<file path="src/rtl/traffic_pkg.sv">
// Shared constants for the traffic light control slice.
// Defaults used by the vehicle-detect conditioning stage.
package traffic_pkg;

  // Consecutive stable synchronised samples needed to accept a level change.
  localparam int unsigned DEBOUNCE_CYCLES_DEF = 4;

  // Width of each per-direction saturating wait counter.
  localparam int unsigned WAIT_W_DEF = 8;

  // Wait count at or above which a direction is flagged as starved.
  localparam int unsigned MAX_WAIT_DEF = 200;

  // Direction index used when the two channels are handled as a pair.
  typedef enum logic {
    DIR_NS = 1'b0,
    DIR_EW = 1'b1
  } dir_e;

endpackage : traffic_pkg

</file>
<file path="src/rtl/detect_channel.sv">
// One direction of vehicle-detect conditioning.
// The raw loop sensor passes through a 2-flop synchroniser and then a
// debouncer. A debounced arrival sets a request latch that is cleared
// only by that direction's green. While the request is pending, a
// saturating wait counter runs and drives a starvation flag.
module detect_channel
  import traffic_pkg::*;
#(
  parameter int unsigned DEBOUNCE_CYCLES = DEBOUNCE_CYCLES_DEF,
  parameter int unsigned WAIT_W          = WAIT_W_DEF,
  parameter int unsigned MAX_WAIT        = MAX_WAIT_DEF
) (
  input  logic              i_clk,
  input  logic              i_rst_n,
  input  logic              i_sensor_raw,
  input  logic              i_green,
  output logic              o_vehicle_detect,
  output logic [WAIT_W-1:0] o_wait_count,
  output logic              o_starved
);

  // The debounce counter only has to reach DEBOUNCE_CYCLES-1.
  localparam int unsigned CNT_W = $clog2(DEBOUNCE_CYCLES + 1);
  localparam logic [CNT_W-1:0]  CNT_LAST  = CNT_W'(DEBOUNCE_CYCLES - 1);
  localparam logic [WAIT_W-1:0] WAIT_SAT  = '1;
  localparam logic [WAIT_W-1:0] WAIT_STRV = WAIT_W'(MAX_WAIT);

  // Reject illegal parameterisations when the design is elaborated.
  if (DEBOUNCE_CYCLES < 1 || DEBOUNCE_CYCLES > 15) begin : g_bad_debounce
    $error("detect_channel: DEBOUNCE_CYCLES must be in 1..15");
  end
  if (MAX_WAIT >= (1 << WAIT_W)) begin : g_bad_max_wait
    $error("detect_channel: MAX_WAIT must be below 2**WAIT_W");
  end

  // Synchroniser stages.
  logic sync1_q, sync1_d;
  logic sync2_q, sync2_d;

  // Debounced level and the run-length counter guarding it.
  logic             stable_q, stable_d;
  logic [CNT_W-1:0] cnt_q,    cnt_d;

  // Latched service request and the time it has been waiting.
  logic              req_q,  req_d;
  logic [WAIT_W-1:0] wait_q, wait_d;

  // Next-state logic for synchroniser, debouncer, request latch and wait counter.
  always_comb begin
    // NOTE: every variable gets a default first so no path leaves it
    // unassigned; otherwise synthesis infers a latch.
    sync1_d  = i_sensor_raw;
    sync2_d  = sync1_q;
    stable_d = stable_q;
    cnt_d    = cnt_q;
    req_d    = req_q;
    wait_d   = wait_q;

    // Debounce: the synchronised level must disagree with the stable
    // level for DEBOUNCE_CYCLES consecutive samples before it is taken.
    // Any agreeing sample restarts the run, so short glitches vanish.
    if (sync2_q == stable_q) begin
      cnt_d = '0;
    end else if (cnt_q == CNT_LAST) begin
      stable_d = sync2_q;
      cnt_d    = '0;
    end else begin
      cnt_d = cnt_q + CNT_W'(1);
    end

    // Green wins over a present vehicle: the vehicle is being served.
    // Once green drops, a still-present vehicle re-requests next edge.
    if (i_green) begin
      req_d = 1'b0;
    end else begin
      req_d = req_q | stable_q;
    end

    // The wait counter counts only while the request was already pending
    // and stays pending. The first increment therefore lands one edge
    // after the request rises, and the counter clears on the same edge
    // that green drops the request. At all-ones it holds.
    if (req_q && req_d) begin
      if (wait_q != WAIT_SAT) begin
        wait_d = wait_q + WAIT_W'(1);
      end
    end else begin
      wait_d = '0;
    end
  end

  // State registers. An asynchronous reset clears every flop.
  always_ff @(posedge i_clk or negedge i_rst_n) begin
    if (!i_rst_n) begin
      sync1_q  <= 1'b0;
      sync2_q  <= 1'b0;
      stable_q <= 1'b0;
      cnt_q    <= '0;
      req_q    <= 1'b0;
      wait_q   <= '0;
    end else begin
      // NOTE: non-blocking assignments here so every flop samples the
      // pre-edge value of the others; blocking would collapse the
      // synchroniser into a single stage.
      sync1_q  <= sync1_d;
      sync2_q  <= sync2_d;
      stable_q <= stable_d;
      cnt_q    <= cnt_d;
      req_q    <= req_d;
      wait_q   <= wait_d;
    end
  end

  assign o_vehicle_detect = req_q;
  assign o_wait_count     = wait_q;

  // Starvation is a plain compare on the wait register, so it follows
  // the counter exactly, including its clear on service.
  assign o_starved = (wait_q >= WAIT_STRV);

endmodule : detect_channel

</file>
<file path="src/rtl/vehicle_detect_cond.sv">
// Vehicle-detect conditioning for the traffic light control engine.
// Two identical, independent detect channels: one for NS, one for EW.
// Each turns a raw loop sensor into a latched service request with a
// wait counter and a starvation flag.
module vehicle_detect_cond
  import traffic_pkg::*;
#(
  parameter int unsigned DEBOUNCE_CYCLES = DEBOUNCE_CYCLES_DEF,
  parameter int unsigned WAIT_W          = WAIT_W_DEF,
  parameter int unsigned MAX_WAIT        = MAX_WAIT_DEF
) (
  input  logic              i_clk,
  input  logic              i_rst_n,
  input  logic              i_ns_sensor_raw,
  input  logic              i_ew_sensor_raw,
  input  logic              i_ns_green,
  input  logic              i_ew_green,
  output logic              o_ns_vehicle_detect,
  output logic              o_ew_vehicle_detect,
  output logic [WAIT_W-1:0] o_ns_wait_count,
  output logic [WAIT_W-1:0] o_ew_wait_count,
  output logic              o_ns_starved,
  output logic              o_ew_starved
);

  // North-south channel.
  detect_channel #(
    .DEBOUNCE_CYCLES (DEBOUNCE_CYCLES),
    .WAIT_W          (WAIT_W),
    .MAX_WAIT        (MAX_WAIT)
  ) u_ns (
    .i_clk            (i_clk),
    .i_rst_n          (i_rst_n),
    .i_sensor_raw     (i_ns_sensor_raw),
    .i_green          (i_ns_green),
    .o_vehicle_detect (o_ns_vehicle_detect),
    .o_wait_count     (o_ns_wait_count),
    .o_starved        (o_ns_starved)
  );

  // East-west channel.
  detect_channel #(
    .DEBOUNCE_CYCLES (DEBOUNCE_CYCLES),
    .WAIT_W          (WAIT_W),
    .MAX_WAIT        (MAX_WAIT)
  ) u_ew (
    .i_clk            (i_clk),
    .i_rst_n          (i_rst_n),
    .i_sensor_raw     (i_ew_sensor_raw),
    .i_green          (i_ew_green),
    .o_vehicle_detect (o_ew_vehicle_detect),
    .o_wait_count     (o_ew_wait_count),
    .o_starved        (o_ew_starved)
  );

endmodule : vehicle_detect_cond

</file>
<file path="config.mk">
export PLATFORM = sky130hd
export DESIGN_NAME = vehicle_detect_cond
export DESIGN_NICKNAME = d
export VERILOG_FILES = /design/src/rtl/traffic_pkg.sv /design/src/rtl/detect_channel.sv /design/src/rtl/vehicle_detect_cond.sv
export SDC_FILE = /design/constraint.sdc
export NUM_CORES = 1
export LEC_CHECK = 0
export CORE_MARGIN = 4
export CORE_UTILIZATION = 30
export CTS_CLUSTER_DIAMETER = 80
export DETAILED_ROUTE_END_ITERATION = 6
export PLACE_DENSITY = 0.61
export SYNTH_ARGS = -nofsm -noshare
export SYNTH_HDL_FRONTEND = slang
export SYNTH_HIERARCHICAL = 1
export SYNTH_SLANG_ARGS = --single-unit
</file>
<file path="constraint.sdc">
create_clock -name i_clk -period 3.3 [get_ports i_clk]
set_input_delay 0.495 -clock i_clk [delete_from_list [all_inputs] [get_ports i_clk]]
set_output_delay 0.495 -clock i_clk [all_outputs]
set_load 0.03 [all_outputs]
</file>
## After elaboration in Yosys (flattened, before gate mapping)

Index checks and enable logic that the tools add are counted.

- Magnitude comparators: 2
- Eq/ne operators: 8
- Reduce and logical (&&, ||, !) cells: 4
- Bitwise operators: 4
- Muxes and demuxes: 10
- Add/subtract/negate cells: 4

Operators by type and width:

| kind | count |
|---|---|
| $mux 8 | 4 |
| $add 8x1->8 const B | 2 |
| $ge 8x8->1 const B | 2 |
| $ne 8x8->1 const B | 2 |
| $mux 3 | 4 |
| $add 3x1->3 const B | 2 |
| $eq 3x2->1 const B | 2 |
| $ne 2x2->1 const B | 2 |
| $reduce_and 2->1 | 2 |
| $eq 1x1->1 | 2 |
| $logic_and 1x1->1 | 2 |
| $mux 1 | 2 |
| $not 1->1 | 2 |
| $or 1x1->1 | 2 |

- Output and inout bits: 20
- Word-level logic and storage cells: 44
- Flip-flop bits (word level): 30
- Bits of input ports: 6

## Depth between registers and ports, before layout

Gate-level depths: netlist (run 1).

- Depth in word-level cells: 4
- Gate-level depth with buffers: 5
- Gate-level depth less buffers: 4

## Hierarchy

Netlist (run 1), hierarchy kept.

Modules (own cells, without submodules):

| module | seq. area each (sq um) | cells an instance | times used | area an instance (sq um) |
|---|---|---|---|---|
| detect_channel (u_ew) | 375.4 | 63 | 1 | 726.9 |
| detect_channel (u_ns) | 375.4 | 65 | 1 | 709.4 |

## Worst setup path before layout (run 1)

Ideal clock, no wire load.

- Path kind: register to output
- From: register u_ew.wait_q[6] (netlist: u_ew/o_wait_count[6])
- To: output port o_ew_starved
- Buffers on the path: 1
- Slack: 1.722 ns
- Data arrival time: 1.083 ns
- Data required time: 2.805 ns
- Cell stages (with the launch flop): 3
- Path through: dfrtp_1 clkbuf_2 o311a_1

- Longest elaborated chain between the ends: 1

Ends and longest elaborated chain:

| what | RTL line | text |
|---|---|---|
| start: declaration | detect_channel.sv:46 | `logic [WAIT_W-1:0] wait_q, wait_d;` |
| start signal: assignment | detect_channel.sv:110 | `wait_q <= wait_d;` |
| $ge 8x8->1 | detect_channel.sv:119 | `assign o_starved = (wait_q >= WAIT_STRV);` |
| end: declaration | vehicle_detect_cond.sv:23 | `output logic o_ew_starved` |

Every way passes these cells.

## Worst setup path after layout (run 1)

- From: register u_ns.wait_q[3] (netlist: u_ns/o_wait_count[3])
- To: output port o_ns_starved

- Longest elaborated chain between the ends: 1

Ends and longest elaborated chain:

| what | RTL line | text |
|---|---|---|
| start: declaration | detect_channel.sv:46 |  |
| start signal: assignment | detect_channel.sv:110 |  |
| $ge 8x8->1 | detect_channel.sv:119 |  |
| end: declaration | vehicle_detect_cond.sv:22 | `output logic o_ns_starved,` |

Every way passes these cells.

==> results of run 1 <==
## per-stage QoR
| step | setup WS [ps] | std cells | utilization, % | total power [mW] | hold WS, ps |
|---|---|---|---|---|---|
| floorplan | 1722 | 128 | - | 0.5690 | 199.4 |
| global placement | 1371 | 203 | 38.53 | 0.6286 | 334.4 |
| detailed placement | 1352 | 203 | 38.53 | 0.6368 | 337.8 |
| CTS | 1044 | 211 | 40.56 | 0.9372 | 361.1 |
| global route | 992.5 | 211 | 40.56 | 0.9832 | 375.0 |
| finish | 1057 | 211 | 40.56 | 0.9202 | 353.4 |
## layout make-up
cell class / count / area (sq um) / share of cell area (%)
multi-input cells: 90 / 643.1 / 35.21
inverters: 5 / 18.77 / 1.027
clock inverters: 1 / 5.005 / 0.2740
clock buffers: 7 / 86.33 / 4.726
repair buffers: 26 / 257.7 / 14.11
well taps: 52 / 65.06 / 3.562
flip-flops and latches: 30 / 750.7 / 41.10
## logic make-up (layout without fill, tap and decap cells)
logic type      Yosys count  count (layout)  synth area share [%]
buf+inv                   8              39                 2.962
mux                       4               4                 2.962
flops                    30              30                 52.26
compound gates           27              27                 13.59
xor+xnor                  2               2                 1.220
simple gates             51              51                 21.78
fa+ha+maj                 6               6                 5.226
## power breakdown
part / switching, mW / internal, mW / leakage [nW]
Combinational: 0.0916 / 0.0823 / 0.331
Clock: 0.126 / 0.168 / 0.0482
Sequential: 0.0379 / 0.415 / 0.398
Total: 0.255 / 0.665 / 0.777
## synth_stat cells
cell and number:
inv_1 5, clkbuf_2 1, ha_1 6, nor3_1 7, dfrtp_1 30, nand3_1 5
nand4_1 2, a311oi_1 2, a41oi_2 1, and3_2 2, mux2_2 2, nand2_1 8
a211oi_2 1, o21ai_0 6, buf_4 1, mux2i_1 2, and3_4 1, buf_6 1
or2b_1 1, a21oi_1 5, and2b_1 2, and3_1 2, o311a_2 1, nand2_2 1
o311a_1 1, xnor2_1 2, a31oi_1 8, nor3b_1 7, a311oi_2 1, nand2b_1 1
and4_4 3, nand4_2 1, nor2_1 5, a211oi_1 1, nor2b_1 3
## worst paths after layout
check	from	end
hold reg to reg	u_ew/sync1_q	u_ew/sync2_q
max in group asynchronous	i_rst_n	u_ew/o_wait_count[1]
min in group asynchronous	i_rst_n	u_ew/o_vehicle_detect
hold / removal	u_ew/sync1_q	u_ew/sync2_q
setup / recovery	u_ns/o_wait_count[3]	o_ns_starved
setup reg to reg	u_ns/o_wait_count[0]	u_ns/o_wait_count[4]
## state kept, by name, summed over array words and instances, names as in the netlist
name	count
u_ns/cnt_q	3
u_ew/sync2_q	1
u_ns/o_wait_count	8
u_ns/sync1_q	1
u_ns/stable_q	1
u_ns/sync2_q	1
u_ew/o_vehicle_detect	1
u_ew/sync1_q	1
u_ew/stable_q	1
u_ew/cnt_q	3
u_ew/o_wait_count	8
u_ns/o_vehicle_detect	1
## routing by layer
| metal | track usage (%) | routed length (microns) | share of wire [%] |
|---|---|---|---|
| met3 | 3.630 | 188 | 6.5 |
| met5 | 0 | 0 | 0 |
| met1 | 12.72 | 1263 | 44 |
| met4 | 5.694 | 69 | 2.4 |
| met2 | 15.80 | 1375 | 47 |
## worst max-delay path, stage by stage (launching register included)
cell             delay (ps)
dfrtp_1                 460
o311a_2                 420
clkdlybuf4s50_1         600
==> flow_summary.json, run 1 <==
{
  "initial_core_util_pct": 31.89,
  "cp_max_fo": 8,
  "diodes": 0,
  "maxCapViolations": 0,
  "worstMarginPinSlew_ps": 371.2,
  "viasPerCell": 5.227,
  "die_w_microns": 77.20,
  "synth_fp_nets": 140,
  "grt_start_max_net_pins": 31,
  "final_nets": 170,
  "finalCriticalPeriod_ps": 2243,
  "ys_seq_elements": 30,
  "place_area_sq_um": 1735,
  "io_buffer_count": 25,
  "cts_sinks": 30,
  "cts_buffers": 5,
  "ys_types": 35,
  "overflow": 0,
  "grt_antenna_before_repair": 0,
  "dieHeight_microns": 77.20,
  "max_freq_mhz": 445.9,
  "vias": 1103,
  "rsz0062_at_grt": "false",
  "power_density_nw_per_um2": 503.8,
  "ios": 26,
  "slew_headroom_pct": 75.26,
  "ys_seq_area_share_pct": 52.26,
  "dp_hpwl_mm": 2.104,
  "critical_path.endpoint_type": "output pin",
  "htreeDepth": 2,
  "wl_per_cell_microns": 13.73,
  "fin_area_sq_um": 1827,
  "arrival_ps": 1750,
  "yosysWarningCount": 6,
  "final_common_cell": "dfrtp_1",
  "tns_ps": 0,
  "cts_setup_buffers": 0,
  "clk_latency_ps": 280,
  "peakVddDrop_mv": 0.3261,
  "dieArea_sq_um": 5959,
  "synthCells": 128,
  "grt_first_pass_wirelength_mm": 4.926,
  "critPathRequiredTime_ps": 2800,
  "setup_viol": 0,
  "layout_common_cells": "dfrtp_1 (30), clkdlybuf4s50_1 (25), a31oi_1 (8), nand2_1 (8)",
  "clock_path_buffers": 2,
  "status": "finished clean",
  "reg2regPathDepth": 4,
  "critical_path_class": "register to output pin",
  "drc": 0,
  "timing.final.crit_share_pct": 67.97,
  "row_count": 24,
  "drtIter0Drc": 90,
  "root_buffer": "clkbuf_8",
  "globalplace.congestion": 0.8103,
  "synth_top_area_share_pct": 52.26,
  "path_clk_slew_ps": 60,
  "ant_nets": 0,
  "routed_wl_mm": 2.896,
  "grtUsageTotal_pct": 10.37,
  "cts_resized": 0,
  "fin_skew_ps": 7.299,
  "synth_top_cell_by_area": "dfrtp_1",
  "hold_viol": 0,
  "avgSynthCellArea_sq_um": 11.22,
  "hold_buffers": 0,
  "area_growth_pct": 27.18,
  "core_sq_um": 4504,
  "cts_tree": "yes",
  "worstHoldPathType": "register to register",
  "power_leakage_nw": 0.7771,
  "crit_path_start_kind": "register",
  "grt_pass1_vias": 1038,
  "min_path_cells": 0,
  "synthTopCellsByArea": "dfrtp_1 (52%), ha_1 (5.2%), nor3b_1 (3.7%)",
  "synth_area_sq_um": 1436,
  "slew_viol_final": 0,
  "final_layout_size_suffix_gt1_share_pct": 13.84,
  "n_fill_cell": 438,
  "dr.pass1.iters": 4,
  "r2r_slack_ps": 1760
}
(Power assumes the default switching activity.)
==> inputs of run 2 (changes only) <==
- clock period: 3.3 -> 2.1 ns (I/O delays scaled with it)
==> flow_summary.json, run 2 (synthesized netlist as in run 1, its figures left out) <==
{
  "status": "finished clean",
  "clock_path_buffers": 2,
  "grt_first_pass_wirelength_mm": 4.926,
  "viasPerCell": 5.194,
  "arrival_ps": 1700,
  "overflow": 0,
  "hold_buffers": 0,
  "ios": 26,
  "cts_tree": "yes",
  "die_w_microns": 77.20,
  "fin_ws_ps": 83.53,
  "globalplace.congestion": 0.8103,
  "power_leakage_nw": 0.7958,
  "slew_viol_final": 0,
  "fin_skew_ps": 7.209,
  "critPathRequiredTime_ps": 1780,
  "io_buffer_count": 25,
  "grt_pass1_vias": 1038,
  "cp_max_fo": 9,
  "grtUsageTotal_pct": 10.37,
  "final_layout_size_suffix_gt1_share_pct": 13.84,
  "hold_viol": 0,
  "switching_share_pct": 27.76,
  "critical_path_class": "register to output pin",
  "critical_path.endpoint_type": "output pin",
  "grt.met3_usage_pct": 3.630,
  "wl_per_cell_microns": 13.96,
  "ant_nets": 0,
  "clk_latency_ps": 280,
  "pre_cts_ws_ps": 331.6,
  "max_freq_mhz": 495.9,
  "setup_viol": 0,
  "drtIter0Drc": 105,
  "timing.final.crit_share_pct": 96.02,
  "rsz0062_at_grt": "false",
  "slew_headroom_pct": 75.36,
  "maxCapViolations": 0,
  "grt_antenna_before_repair": 0,
  "dp_hpwl_mm": 2.104,
  "layout_common_cells": "dfrtp_1 (30), clkdlybuf4s50_1 (24), a31oi_1 (8), nand2_1 (8)",
  "final_nets": 170,
  "final_common_cell": "dfrtp_1",
  "seq_power_share_pct": 49.2,
  "core_sq_um": 4504,
  "p_sw_mw": 0.4016,
  "p_clk_share_pct": 31.9,
  "p_int_mw": 1.045,
  "initial_core_util_pct": 31.89,
  "p_total_mw": 1.447,
  "worstHoldPathType": "register to register",
  "cts_sinks": 30,
  "row_count": 24,
  "crit_path_start_kind": "register",
  "hp-start": "u_ew/sync1_q",
  "dr.pass1.iters": 4,
  "pwr-share-comb_pct": 18.9,
  "grt_start_max_net_pins": 31,
  "dieArea_sq_um": 5959,
  "path_clk_slew_ps": 60,
  "dieHeight_microns": 77.20,
  "hold_ws_ps": 353.4,
  "crit_path_start": "u_ew/o_wait_count[4]",
  "worstMarginPinSlew_ps": 369.7,
  "root_buffer": "clkbuf_8",
  "tns_ps": 0,
  "power_density_nw_per_um2": 790.9,
  "routed_wl_mm": 2.945,
  "diodes": 0,
  "busiest_layer": "met2",
  "use_met2_pct": 15.80,
  "drc": 0,
  "grt_util_met1_pct": 12.72,
  "htreeDepth": 2,
  "cts_buffers": 5,
  "area_growth_pct": 27.35,
  "vias": 1096,
  "peakVddDrop_mv": 0.5124,
  "r2r-start": "u_ns/o_wait_count[0]",
  "finalCriticalPeriod_ps": 2016
}
## run 2: cell count changes in the layout (fill, tap and decap cells not counted), sizes merged
cell,previous run,this run
clkdlybuf4s50,25,24
dlymetal6s2s,0,1
## run 2: final cells by class
| type | count | area (sq um) |
|---|---|---|
| Clock buffer | 7 | 86.33 |
| Clock inverter | 1 | 5.005 |
| Fill cell | 439 | 2675 |
| Inverter | 5 | 18.77 |
| Multi-Input combinational cell | 90 | 643.1 |
| Sequential cell | 30 | 750.7 |
| Tap cell | 52 | 65.06 |
| Timing Repair Buffer | 26 | 260.3 |
## run 2: final timing paths
path | endpoint | slack, ps | cells past startpoint
min in group asynchronous | u_ew/o_vehicle_detect | 420 | 2
min | u_ew/sync2_q | 350 | 0
max | o_ew_starved | 80 | 2
max in group asynchronous | u_ew/o_wait_count[1] | 1400 | 2
max reg2reg | u_ns/o_wait_count[4] | 550 | 4
min reg2reg | u_ew/sync2_q | 350 | 0
## run 2: layer usage
layer	up-vias	wire, microns
met3	7	206
met1	517	1270
met4	0	58
met5	-	0
met2	41	1410
li1	531	-
## run 2: metrics by stage
stage | instance area, sq um | utilization, % | instances
2_1_floorplan | 1436 | - | 128
3_3_place_gp | 1735 | 38.53 | 203
3_5_place_dp | 1735 | 38.53 | 203
4_1_cts | 1827 | 40.56 | 211
5_1_grt | 1829 | 40.61 | 211
6_report | 1829 | 40.61 | 211
## run 2: worst max-delay path: stages (launching register included)
cell and delay (ps):
dfrtp_1 470, o311a_1 360, clkdlybuf4s50_1 600
## run 2: what timing repair did
item                       CTS  global route
setup endpoints to repair    0             1
gates resized for setup      0             1
setup buffers                0             0
## run 2: power groups by stage
stage / Combinational [mW] / Sequential [mW] / Clock (mW)
3_5_place_dp: 0.278 / 0.723 / 0
5_1_grt: 0.312 / 0.723 / 0.510
4_1_cts: 0.279 / 0.712 / 0.481
3_3_place_gp: 0.269 / 0.719 / 0
6_report: 0.274 / 0.712 / 0.461
2_1_floorplan: 0.145 / 0.749 / 0
